$ cat src/rtl/delay_line_latency_meter_pkg.sv
// Shared types and constants for the delay-line latency meter and its tap selection.
package delay_line_pkg;

  typedef enum logic [2:0] {
    ST_IDLE,
    ST_FLUSH,
    ST_SEND,
    ST_WAIT,
    ST_DONE
  } state_t;

  localparam int unsigned DEF_CNT_W        = 8;
  localparam int unsigned DEF_FLUSH_CYCLES = 128;
  localparam int unsigned DEF_TIMEOUT      = 200;

  // Selectable delay line depths; the deepest one bounds the flush length.
  localparam int unsigned STAGES_30  = 30;
  localparam int unsigned STAGES_45  = 45;
  localparam int unsigned STAGES_60  = 60;
  localparam int unsigned STAGES_90  = 90;
  localparam int unsigned STAGES_MAX = STAGES_90;

endpackage

$ cat src/rtl/delay_line_latency_meter_sat_counter.sv
// Up-counter with synchronous clear and enable that sticks at all-ones.
module dl_sat_counter #(
  parameter int unsigned W = 8
) (
  input  logic         clock,
  input  logic         rst_n,
  input  logic         clear,
  input  logic         enable,
  output logic [W-1:0] count
);

  always_ff @(posedge clock or negedge rst_n) begin
    if (!rst_n) begin
      count <= '0;
    end else if (clear) begin
      count <= '0;
    end else if (enable && (count != '1)) begin
      count <= count + 1'b1;
    end
  end

endmodule

$ cat src/rtl/delay_line_latency_meter.sv
// Flushes a byte-wide delay path, injects a marker and counts cycles until it returns.
module delay_line_latency_meter
  import delay_line_pkg::*;
#(
  parameter int unsigned CNT_W        = DEF_CNT_W,
  parameter int unsigned FLUSH_CYCLES = DEF_FLUSH_CYCLES,
  parameter int unsigned TIMEOUT      = DEF_TIMEOUT
) (
  input  logic             clock,
  input  logic             rst_n,
  input  logic             start,
  input  logic [7:0]       marker,
  input  logic [7:0]       rx_data,
  output logic [7:0]       tx_data,
  output logic             busy,
  output logic             done,
  output logic             timed_out,
  output logic [CNT_W-1:0] latency
);

  localparam logic [CNT_W-1:0] FLUSH_LAST = CNT_W'(FLUSH_CYCLES - 1);
  localparam logic [CNT_W-1:0] TIMEOUT_C  = CNT_W'(TIMEOUT);

  state_t           state, state_nx;
  logic [7:0]       marker_q, marker_d;
  logic [CNT_W-1:0] cnt;
  logic             cnt_clr, cnt_en;
  logic [7:0]       tx_d;
  logic             busy_d, done_d, to_d;
  logic [CNT_W-1:0] lat_d;
  logic             match;

  // One counter serves both phases: it times the flush, then restarts at 0 for C0.
  dl_sat_counter #(.W(CNT_W)) u_cnt (
    .clock  (clock),
    .rst_n  (rst_n),
    .clear  (cnt_clr),
    .enable (cnt_en),
    .count  (cnt)
  );

  assign match = (rx_data == marker_q);

  always_comb begin
    state_nx = state;
    marker_d = marker_q;
    cnt_clr  = 1'b0;
    cnt_en   = 1'b0;
    lat_d    = latency;
    to_d     = timed_out;
    case (state)
      ST_IDLE: begin
        if (start && (marker != '0)) begin
          marker_d = marker;
          cnt_clr  = 1'b1;
          lat_d    = '0;
          to_d     = 1'b0;
          state_nx = ST_FLUSH;
        end
      end
      ST_FLUSH: begin
        if (cnt == FLUSH_LAST) begin
          cnt_clr  = 1'b1;
          state_nx = ST_SEND;
        end else begin
          cnt_en = 1'b1;
        end
      end
      // SEND is C0 (count 0); a match is checked before the timeout so a hit at TIMEOUT wins.
      ST_SEND, ST_WAIT: begin
        if (match) begin
          lat_d    = cnt;
          to_d     = 1'b0;
          state_nx = ST_DONE;
        end else if (cnt >= TIMEOUT_C) begin
          lat_d    = '0;
          to_d     = 1'b1;
          state_nx = ST_DONE;
        end else begin
          cnt_en   = 1'b1;
          state_nx = ST_WAIT;
        end
      end
      ST_DONE: state_nx = ST_IDLE;
      default: state_nx = ST_IDLE;
    endcase

    tx_d   = (state_nx == ST_SEND) ? marker_q : '0;
    busy_d = (state_nx == ST_FLUSH) || (state_nx == ST_SEND) || (state_nx == ST_WAIT);
    done_d = (state_nx == ST_DONE);
  end

  always_ff @(posedge clock or negedge rst_n) begin
    if (!rst_n) begin
      state     <= ST_IDLE;
      marker_q  <= '0;
      tx_data   <= '0;
      busy      <= 1'b0;
      done      <= 1'b0;
      timed_out <= 1'b0;
      latency   <= '0;
    end else begin
      state     <= state_nx;
      marker_q  <= marker_d;
      tx_data   <= tx_d;
      busy      <= busy_d;
      done      <= done_d;
      timed_out <= to_d;
      latency   <= lat_d;
    end
  end

endmodule

$ cat config.mk
export PLATFORM = sky130hd
export DESIGN_NAME = delay_line_latency_meter
export DESIGN_NICKNAME = d
export VERILOG_FILES = /design/src/rtl/delay_line_latency_meter_pkg.sv /design/src/rtl/delay_line_latency_meter_sat_counter.sv /design/src/rtl/delay_line_latency_meter.sv
export SDC_FILE = /design/constraint.sdc
export NUM_CORES = 1
export LEC_CHECK = 0
export CAP_MARGIN = 10
export CORE_ASPECT_RATIO = 0.6
export CORE_MARGIN = 4
export CORE_UTILIZATION = 54
export DETAILED_ROUTE_END_ITERATION = 7
export GPL_ROUTABILITY_DRIVEN = 0
export HOLD_SLACK_MARGIN = 0.06
export PLACE_DENSITY = 0.93
export SYNTH_ARGS = -nofsm -noshare
export SYNTH_HDL_FRONTEND = slang
export SYNTH_HIERARCHICAL = 1
export SYNTH_SLANG_ARGS = --single-unit
$ cat constraint.sdc
create_clock -name clock -period 3.95 [get_ports clock]
set_input_delay 0.79 -clock clock [delete_from_list [all_inputs] [get_ports clock]]
set_output_delay 0.79 -clock clock [all_outputs]
set_load 0.02 [all_outputs]
# Yosys cells after proc, flatten, opt, wreduce, memory -nomap -nowiden
# Index checks and enable logic that the tools add are counted.
dict set report word_totals {
  regBits 38
  latch_bits 0
  ram_bits 0
  rom_bits 0
  input_bits 19
  wordCells 56
  n_memories 0
}
dict set report classes {
  add_sub_neg 1
  mul 0
  div_mod_pow 0
  order_cmp 1
  eq_ne 12
  shift 0
  n_mux 23
  bitwise_logic 0
  n_reduce_logical 11
}
# op count
set op_table {}
lappend op_table {{$mux W8} 6}
lappend op_table {{$pmux W8 S2} 1}
lappend op_table {{$eq A3 B2 Y1 const B} 4}
lappend op_table {{$mux W3} 4}
lappend op_table {{$pmux W3 S3} 1}
lappend op_table {{$add A8 B1 Y8 const B} 1}
lappend op_table {{$eq A8 B7 Y1 const B} 1}
lappend op_table {{$eq A8 B8 Y1} 1}
lappend op_table {{$ge A8 B8 Y1 const B} 1}
lappend op_table {{$mux W1} 8}
lappend op_table {{$ne A8 B8 Y1 const B} 1}
lappend op_table {{$reduce_bool A8 Y1} 1}
lappend op_table {{$eq A3 B1 Y1 const B} 2}
lappend op_table {{$pmux W1 S2} 3}
lappend op_table {{$reduce_bool A2 Y1} 2}
lappend op_table {{$eq A3 B3 Y1 const B} 1}
lappend op_table {{$logic_not A3 Y1} 1}
lappend op_table {{$ne A3 B3 Y1 const B} 1}
lappend op_table {{$reduce_and A3 Y1} 1}
lappend op_table {{$logic_and A1 B1 Y1} 2}
lappend op_table {{$logic_or A1 B1 Y1} 2}
lappend op_table {{$ne A2 B2 Y1 const B} 1}
lappend op_table {{$reduce_and A2 Y1} 1}
lappend op_table {{$reduce_or A2 Y1} 1}

# Logic depth before layout (Yosys ltp)
# Gate-level depths: netlist of the first run.
dict set report logic_depth {
  word_depth 7
  ltp_mapped 9
  depth_no_buf 7
}

# Hierarchy
# The synthesis of the first run kept the hierarchy.
# module instances cells_per_inst area_per_inst_um2
set modules_own_cells {}
lappend modules_own_cells {delay_line_latency_meter 1 139 1397.6}
lappend modules_own_cells {dl_sat_counter 1 49 464.2}

# Worst setup path after synthesis of the first run
# No wires, ideal clock.
dict set report synth_timing {
  path_kind {input-to-reg}
  from {in rx_data[7]}
  to {reg u_cnt.count[7]}
  arrival_ns 2.340
  setup_slack_ns 1.516
  cell_stages 9
  n_path_buf 2
  path_cell_list {xnor2_1 > nand4_1 > clkbuf_1 > o211ai_1 > nand2_1 > buf_2 > nand3_1 > or3_1 > a211oi_1}
}
dict set report synth_via {
  elab_chain_cells 5
}
# item line_no
set synth_lines {}
lappend synth_lines {{start: declaration} delay_line_latency_meter.sv:13} ;# input logic [7:0] rx_data,
lappend synth_lines {{$eq A8 B8 Y1} delay_line_latency_meter.sv:42} ;# assign match = (rx_data == marker_q);
lappend synth_lines {{$mux W1} delay_line_latency_meter.sv:71} ;# if (match) begin
lappend synth_lines {{$pmux W1 S2} delay_line_latency_meter.sv:51} ;# case (state)
lappend synth_lines {{net cnt_en} delay_line_latency_meter.sv:27} ;# logic cnt_clr, cnt_en;
lappend synth_lines {{$logic_and A1 B1 Y1} delay_line_latency_meter_sat_counter.sv:17} ;# end else if (enable && (count != '1)) begin
lappend synth_lines {{$reduce_bool A2 Y1 (no line)} --}
lappend synth_lines {{end signal: assignment} delay_line_latency_meter_sat_counter.sv:18} ;# count <= count + 1'b1;
lappend synth_lines {{end: declaration} delay_line_latency_meter_sat_counter.sv:9} ;# output logic [W-1:0] count
# The timed path passes the listed nets, and every way through them passes these cells.
# A chain may end at the register's enable or synchronous reset.

# Final worst setup path of the first run
dict set report layout_timing {
  from {in rx_data[7]}
  to {reg u_cnt.count[5]}
}
# Same word-level chain as after synthesis.

==> run summary, run 1 <==
Die Footprint - 0.00448 mm^2
Filler cells - 249
Yosys reg bits - 38
# setup viols final - 0
Syn nets - 208
CP Cell Sequence - clkdlybuf4s50_1 -> xnor2_1 -> nand4_1 -> o211ai_1 -> nand2_1 -> nand3_1 -> a2111oi_0 -> nor3b_1
HPWL Detailed - 2.93 mm
All-Layer GR Usage - 20.8%
Reg power frac - 50.3%
Launch point of the worst reg-to-reg path - u_cnt/count[3]$_DFFE_PN0P_
Initial antenna violation count - 0
Post-Synthesis Cells - 188
CP required - 4090 ps
Synth top area share - 51.1%
Post-CTS Resized - 0
Worst EP arrival - 3040 ps
Die width - 83.8 um
Slew at the pin closest to its max-slew limit - 1140 ps
Synth unique cells - 43
Status - complete, no violations
Bufs on Longest Clock Path - 2
Hold WC Path Type - flop to flop
Synth area leader - dfrtp_1
Vias in the first global route - 1419
CTS buffer count - 5
Post-synth EDFFs - 0
Hold path cells - 2
Slew Viols, Final - 0
CP Buf/Inv Count - 1
Post-Syn Area per Cell - 9.90 um^2
Share of total power in combinational logic - 21.0%
Final Hold Viols - 0
HP Start - marker_q[4]$_DFFE_PN0P_
Min cycle time layout - 2900 ps
Sequential-to-total area share from yosys stat - 51.1%
R2R cell count - 5
Worst vdd ir - 285 uV
GR Util met2 - 29.3%
Sw power - 351 uW
Power per cell area - 463 mW/mm^2
Slew HR - 23.1%
WL final - 4.16 mm
Final period util - 73.4%
Post-route ant nets - 0
Layout cell share with drive strength beyond 1 - 8.44%
Synth Flop Type - dfrtp_1
Clk_lat worst skew - 300 ps
Fmax - 345 MHz
Clock share of power - 28.8%
Starting density of the core - 56.7%
GRT Max-Usage Layer - met2
CTS Root Cell - clkbuf_8
WS Path Type - primary input to flop
Most frequent cells after synthesis - 45 x nand2_1, 38 x dfrtp_1
DRC violations left - 0
Sw frac - 32.1%
R2R Setup Slk - 1370 ps
Pint - 742 uW
FFs w/ async S/R, synth - 100%
CP Launch Type - primary input
Routed len/inst - 15.4 um
Met1 Track Usage GR - 28.4%
DR pass1 iterations - 4
H-tree Lvls - 2
Clock-pin slew on the worst setup and hold paths - 70 ps
Leakage - 1.00 nW
First-pass GRT wire length - 7.00 mm
Max Cap Viol - 0
FP Rows - 16
Die Span Y - 53.5 um
Mapped Area - 0.00186 mm^2
CP top delay family - simple AND/OR/NAND/NOR gates
GR Overflow Total - 0
Hold_buf cts - 0
Reg2reg end - u_cnt/count[0]$_DFFE_PN0P_
CP max stage delay - 480 ps
CTS Sinks - 38
Area Growth Syn to Fin - 26.7%
Input/output buffers - 37
Clock Skew - 5.11 ps
Fin Setup TNS - 0 ps
Register area - 951 um^2
Final Cell Area - 0.00236 mm^2
Core area - 0.00328 mm^2
Synth area leaders - dfrtp_1 51%, nand2_1 9.1%, a31o_1 3.8%, o32ai_1 3.8%, xnor2_1 3.8%
Synth warnings - 6
Dpl cell area - 0.00225 mm^2
Hold path endpoint - marker_q[4]$_DFFE_PN0P_
CP max-delay cell - a2111oi_0
Post-layout nets - 244
Setup crit end kind - flop
Most numerous cell in the Yosys netlist - nand2_1
Largest net degree at the start of global routing - 39
DRT iter0 DRCs - 160
TritonCTS clock tree - yes
Via count - 1541
I/O pins - 38
Vias per cell - 5.71
RSZ-0062 raised after global routing - false
GRT met3 Usage - 7.78%
Antenna Cells - 0
Multi-input gate area - 862 um^2
Setup Fix Bufs, Post-CTS - 0
Worst-path maximum fanout - 11
## area by class of cell
class	instances	area share [%]
tap	45	2.39
inverter	2	0.318
clock buffer	8	4.67
sequential	38	40.3
timing repair buffer	38	15.8
multi-input combinational	139	36.5
## cells by family (layout without fill, tap and decap cells)
| kind of cell | after synthesis | after routing | synth area share, % |
|---|---|---|---|
| and+or+nand+nor | 94 | 94 | 26.1 |
| DFF | 38 | 38 | 51.1 |
| AOI/OAI and AO/OA | 33 | 33 | 14.0 |
| buffers and inverters | 11 | 48 | 2.62 |
| xor gates and xnor gates | 8 | 8 | 3.76 |
| adders and majority gates | 1 | 1 | 0.672 |
| muxes | 3 | 3 | 1.75 |
## registers in the layout, indices dropped and copies added, names as in the netlist
name         flops
done             1
timed_out        1
marker_q         8
u_cnt/count      8
busy             1
state            3
latency          8
tx_data          8
## how the worst max path moves through the flow
stage	startpoint	to	slack, ps	cells after the start
final	rx_data[7]	u_cnt/count[5]$_DFFE_PN0P_	1050	8
after CTS	rx_data[7]	u_cnt/count[0]$_DFFE_PN0P_	1090	7
after floorplan	rx_data[7]	u_cnt/count[7]$_DFFE_PN0P_	1520	9
after global routing	rx_data[7]	u_cnt/count[5]$_DFFE_PN0P_	870	8
after detailed placement	rx_data[7]	u_cnt/count[0]$_DFFE_PN0P_	780	7
after global placement	rx_data[6]	u_cnt/count[0]$_DFFE_PN0P_	890	7
## power groups by stage
stage	Clock, mW	Sequential (mW)	Combinational, mW
3_5_place_dp	0	0.552	0.228
3_3_place_gp	0	0.551	0.219
6_report	0.315	0.550	0.229
2_1_floorplan	0	0.526	0.169
5_1_grt	0.334	0.560	0.259
4_1_cts	0.319	0.545	0.230
## worst reg2reg max path: stages, from the launching register on
cell	delay, ps
dfrtp_1	500
nand4_1	130
or4b_4	520
o21ai_0	900
nor2_1	110
mux2_2	300
## through the flow
step / setup slack [ps] / power, mW / utilization, % / hold WS, ps / std cells
2_1_floorplan: 1520 / 0.695 / - / 478 / 188
3_3_place_gp: 885 / 0.770 / 68.5 / 498 / 262
3_5_place_dp: 776 / 0.780 / 68.5 / 507 / 262
4_1_cts: 1090 / 1.09 / 71.9 / 526 / 270
5_1_grt: 867 / 1.15 / 71.9 / 542 / 270
6_report: 1050 / 1.09 / 71.9 / 525 / 270
## cells in the final DEF, fill, tap and decap left out, drive strengths merged, types with 4 or more instances in the layout
cell type / instances
nand2: 45
dfrtp: 38
clkdlybuf4s50: 36
xnor2: 8
nor2: 8
and2: 8
o32ai: 8
a31o: 8
clkbuf: 8
nand3: 6
nor3: 5
nand2b: 4
nand4: 4
nor2b: 4
a21oi: 4
o21ai: 4
## metal layers
layer  part of all wire (%)  wire (um)  vias up
met1                     46       1900      723
li1                       -          -      737
met4                    2.2         90        0
met3                     10        428       10
met5                      0          0        -
met2                     42       1740       71
(Power assumes the default switching activity.)
==> inputs of run 2 (changes only) <==
--- a/config.mk
+++ b/config.mk
@@ -8,11 +8,11 @@
 export CAP_MARGIN = 10
 export CORE_ASPECT_RATIO = 0.6
 export CORE_MARGIN = 4
-export CORE_UTILIZATION = 54
+export CORE_UTILIZATION = 46
 export DETAILED_ROUTE_END_ITERATION = 7
 export GPL_ROUTABILITY_DRIVEN = 0
 export HOLD_SLACK_MARGIN = 0.06
-export PLACE_DENSITY = 0.93
+export PLACE_DENSITY = 0.86
 export SYNTH_ARGS = -nofsm -noshare
 export SYNTH_HDL_FRONTEND = slang
 export SYNTH_HIERARCHICAL = 1
==> constraint.sdc (replaced) <==
create_clock -name clock -period 2.4 [get_ports clock]
set_input_delay 0.48 -clock clock [delete_from_list [all_inputs] [get_ports clock]]
set_output_delay 0.48 -clock clock [all_outputs]
set_load 0.02 [all_outputs]
==> run 2 against run 1 <==
  * Clock skew up 2.5 ps
  * Sequential share of layout area down 1.1 points
  * Die area up 15%
  * First-iteration DRC count down 41%
  * Combinational power up 120%
  * Critical path type unchanged
  * Wire length up 7.0%
  * Global-route usage down 2.2 points
==> run summary, run 2 (synthesis results as in run 1) <==
Status - complete, no violations
CP max-delay cell - clkdlybuf4s50_1
Min cycle time layout - 2200 ps
Slew at the pin closest to its max-slew limit - 837 ps (-304 ps)
Final period util - 91.7%
Filler cells - 315 (+27%)
Final Hold Viols - 0 (unchanged)
Via count - 1572 (+2.0%)
R2R Setup Slk - 230 ps (-1140 ps)
FP Rows - 17 (+1)
CTS Root Cell - clkbuf_8
Layout cell share with drive strength beyond 1 - 12.3% (+3.9 points)
Initial antenna violation count - 0 (unchanged)
Leakage - 1.05 nW (+4.3%)
Worst vdd ir - 344 uV (+20%)
GR Overflow Total - 0 (unchanged)
Vias per cell - 5.57 (-2.3%)
Fin Setup TNS - 0 ps (unchanged)
Final hold slack - 289 ps (-236 ps)
Setup crit end kind - flop
All-Layer GR Usage - 18.6% (-2.2 points)
Setup Fix Bufs, Post-CTS - 0 (unchanged)
DR pass1 iterations - 4 (unchanged)
Area Growth Syn to Fin - 30.2%
Routed len/inst - 15.8 um (+2.4%)
CTS Sinks - 38 (unchanged)
Clock-pin slew on the worst setup and hold paths - 70 ps (about the same)
Multi-input gate area - 862 um^2 (unchanged)
Core area - 0.00379 mm^2 (+15%)
Worst-path maximum fanout - 9 (-2)
WS Path Type - primary input to flop
PnR Total Power - 1.79 mW (+63%)
Hold_buf cts - 0 (unchanged)
Post-route ant nets - 0 (unchanged)
Bufs on Longest Clock Path - 2 (unchanged)
Clk_lat worst skew - 290 ps (about the same)
DRT iter0 DRCs - 95 (-41%)
Launch point of the worst reg-to-reg path - u_cnt/count[5]$_DFFE_PN0P_
Clock Skew - 7.62 ps (+2.51 ps)
Post-layout nets - 256 (+4.9%)
First-pass GRT wire length - 7.64 mm (+9.2%)
Largest net degree at the start of global routing - 39 (unchanged)
CP Launch Type - primary input
TritonCTS clock tree - yes
HPWL Detailed - 3.28 mm (+12%)
Most frequent cells in the layout - 45 x nand2_1, 38 x dfrtp_1, 36 x clkdlybuf4s50_1
CP Cell Sequence - clkdlybuf4s50_1 -> xnor2_1 -> nand4_1 -> o211ai_1 -> nand2_1 -> nand3_1 -> or3_1 -> a211oi_1
R2R cell count - 7 (+2)
Most common cell after layout, fill and taps aside - nand2_1
Register area - 951 um^2 (unchanged)
CTS buffer count - 5 (unchanged)
H-tree Lvls - 2 (unchanged)
Vias in the first global route - 1540 (+8.5%)
Reg2reg end - u_cnt/count[7]$_DFFE_PN0P_
CP max stage delay - 420 ps (-60 ps)
# setup viols final - 0 (unchanged)
Max Cap Viol - 0 (unchanged)
Die Span Y - 57.3 um (+7.1%)
WL final - 4.45 mm (+7.0%)
Dpl cell area - 0.00234 mm^2 (+4.1%)
Input/output buffers - 37 (unchanged)
Power per cell area - 737 mW/mm^2 (+59%)
Die width - 90.1 um (+7.5%)
I/O pins - 38 (unchanged)
Fin util - 64.0% (-7.8 points)
Worst path depth - 8 (unchanged)
Slew Viols, Final - 0 (unchanged)
Hold WC Path Type - primary input to asynchronous set/reset pin
CP Buf/Inv Count - 1 (unchanged)
Post-CTS Resized - 0 (unchanged)
Fmax - 455 MHz
RSZ-0062 raised after global routing - false
CP required - 2600 ps (-1490 ps)
Final Cell Area - 0.00242 mm^2 (+2.8%)
DRC violations left - 0 (unchanged)
Antenna Cells - 0 (unchanged)
Worst EP arrival - 2400 ps (-640 ps)
Die Footprint - 0.00516 mm^2 (+15%)
Starting density of the core - 49.2% (-7.5 points)
CP top delay family - simple AND/OR/NAND/NOR gates
Slew HR - 44.2% (+21 points)
-- run 2: changes by cell type in the layout (fill, tap and decap cells not counted), sizes merged --
cell,change
buf,+12
clkbuf,-2
-- run 2: worst max path at each step --
stage / to / from
floorplan: u_cnt/count[7]$_DFFE_PN0P_ / rx_data[7]
global placement: u_cnt/count[7]$_DFFE_PN0P_ / rx_data[7]
detailed placement: u_cnt/count[7]$_DFFE_PN0P_ / rx_data[2]
CTS: u_cnt/count[7]$_DFFE_PN0P_ / rx_data[6]
global route: u_cnt/count[7]$_DFFE_PN0P_ / rx_data[6]
finish: u_cnt/count[7]$_DFFE_PN0P_ / rx_data[6]
-- run 2: worst register-to-register path, stage by stage, from the launching register on --
cell	delay, ps
dfrtp_1	400
o311ai_0	350
buf_4	190
o211ai_1	100
nand2_1	260
nand3_1	200
or3_1	340
a211oi_1	230
-- run 2: final cells by class --
class,instances,area share [%]
repair buffers,50,19.1
well taps,47,2.43
multi-input cells,139,35.6
inverters,2,0.310
clock buffers,6,3.41
flip-flops and latches,38,39.2
-- run 2: where the power goes --
part	internal (mW)	total (mW)	leakage, nW	switching, mW
clock network	0.221	0.428	0.0431	0.207
logic	0.241	0.500	0.546	0.259
registers	0.745	0.859	0.459	0.114
total	1.21	1.79	1.05	0.579
-- run 2: through the flow --
stage               cells  setup WS (ps)
global route          282           83.3
floorplan             188            276
finish                282            200
CTS                   282            244
global placement      276           98.6
detailed placement    276          -56.9
-- run 2: layer usage --
| metal | GRT usage [%] | vias up | share of wire (%) |
|---|---|---|---|
| li1 | - | 760 | - |
| met1 | 27.3 | 745 | 49 |
| met2 | 26.6 | 60 | 42 |
| met5 | 0 | - | 0 |
| met4 | 4.58 | 0 | 1.4 |
| met3 | 6.19 | 7 | 8.5 |
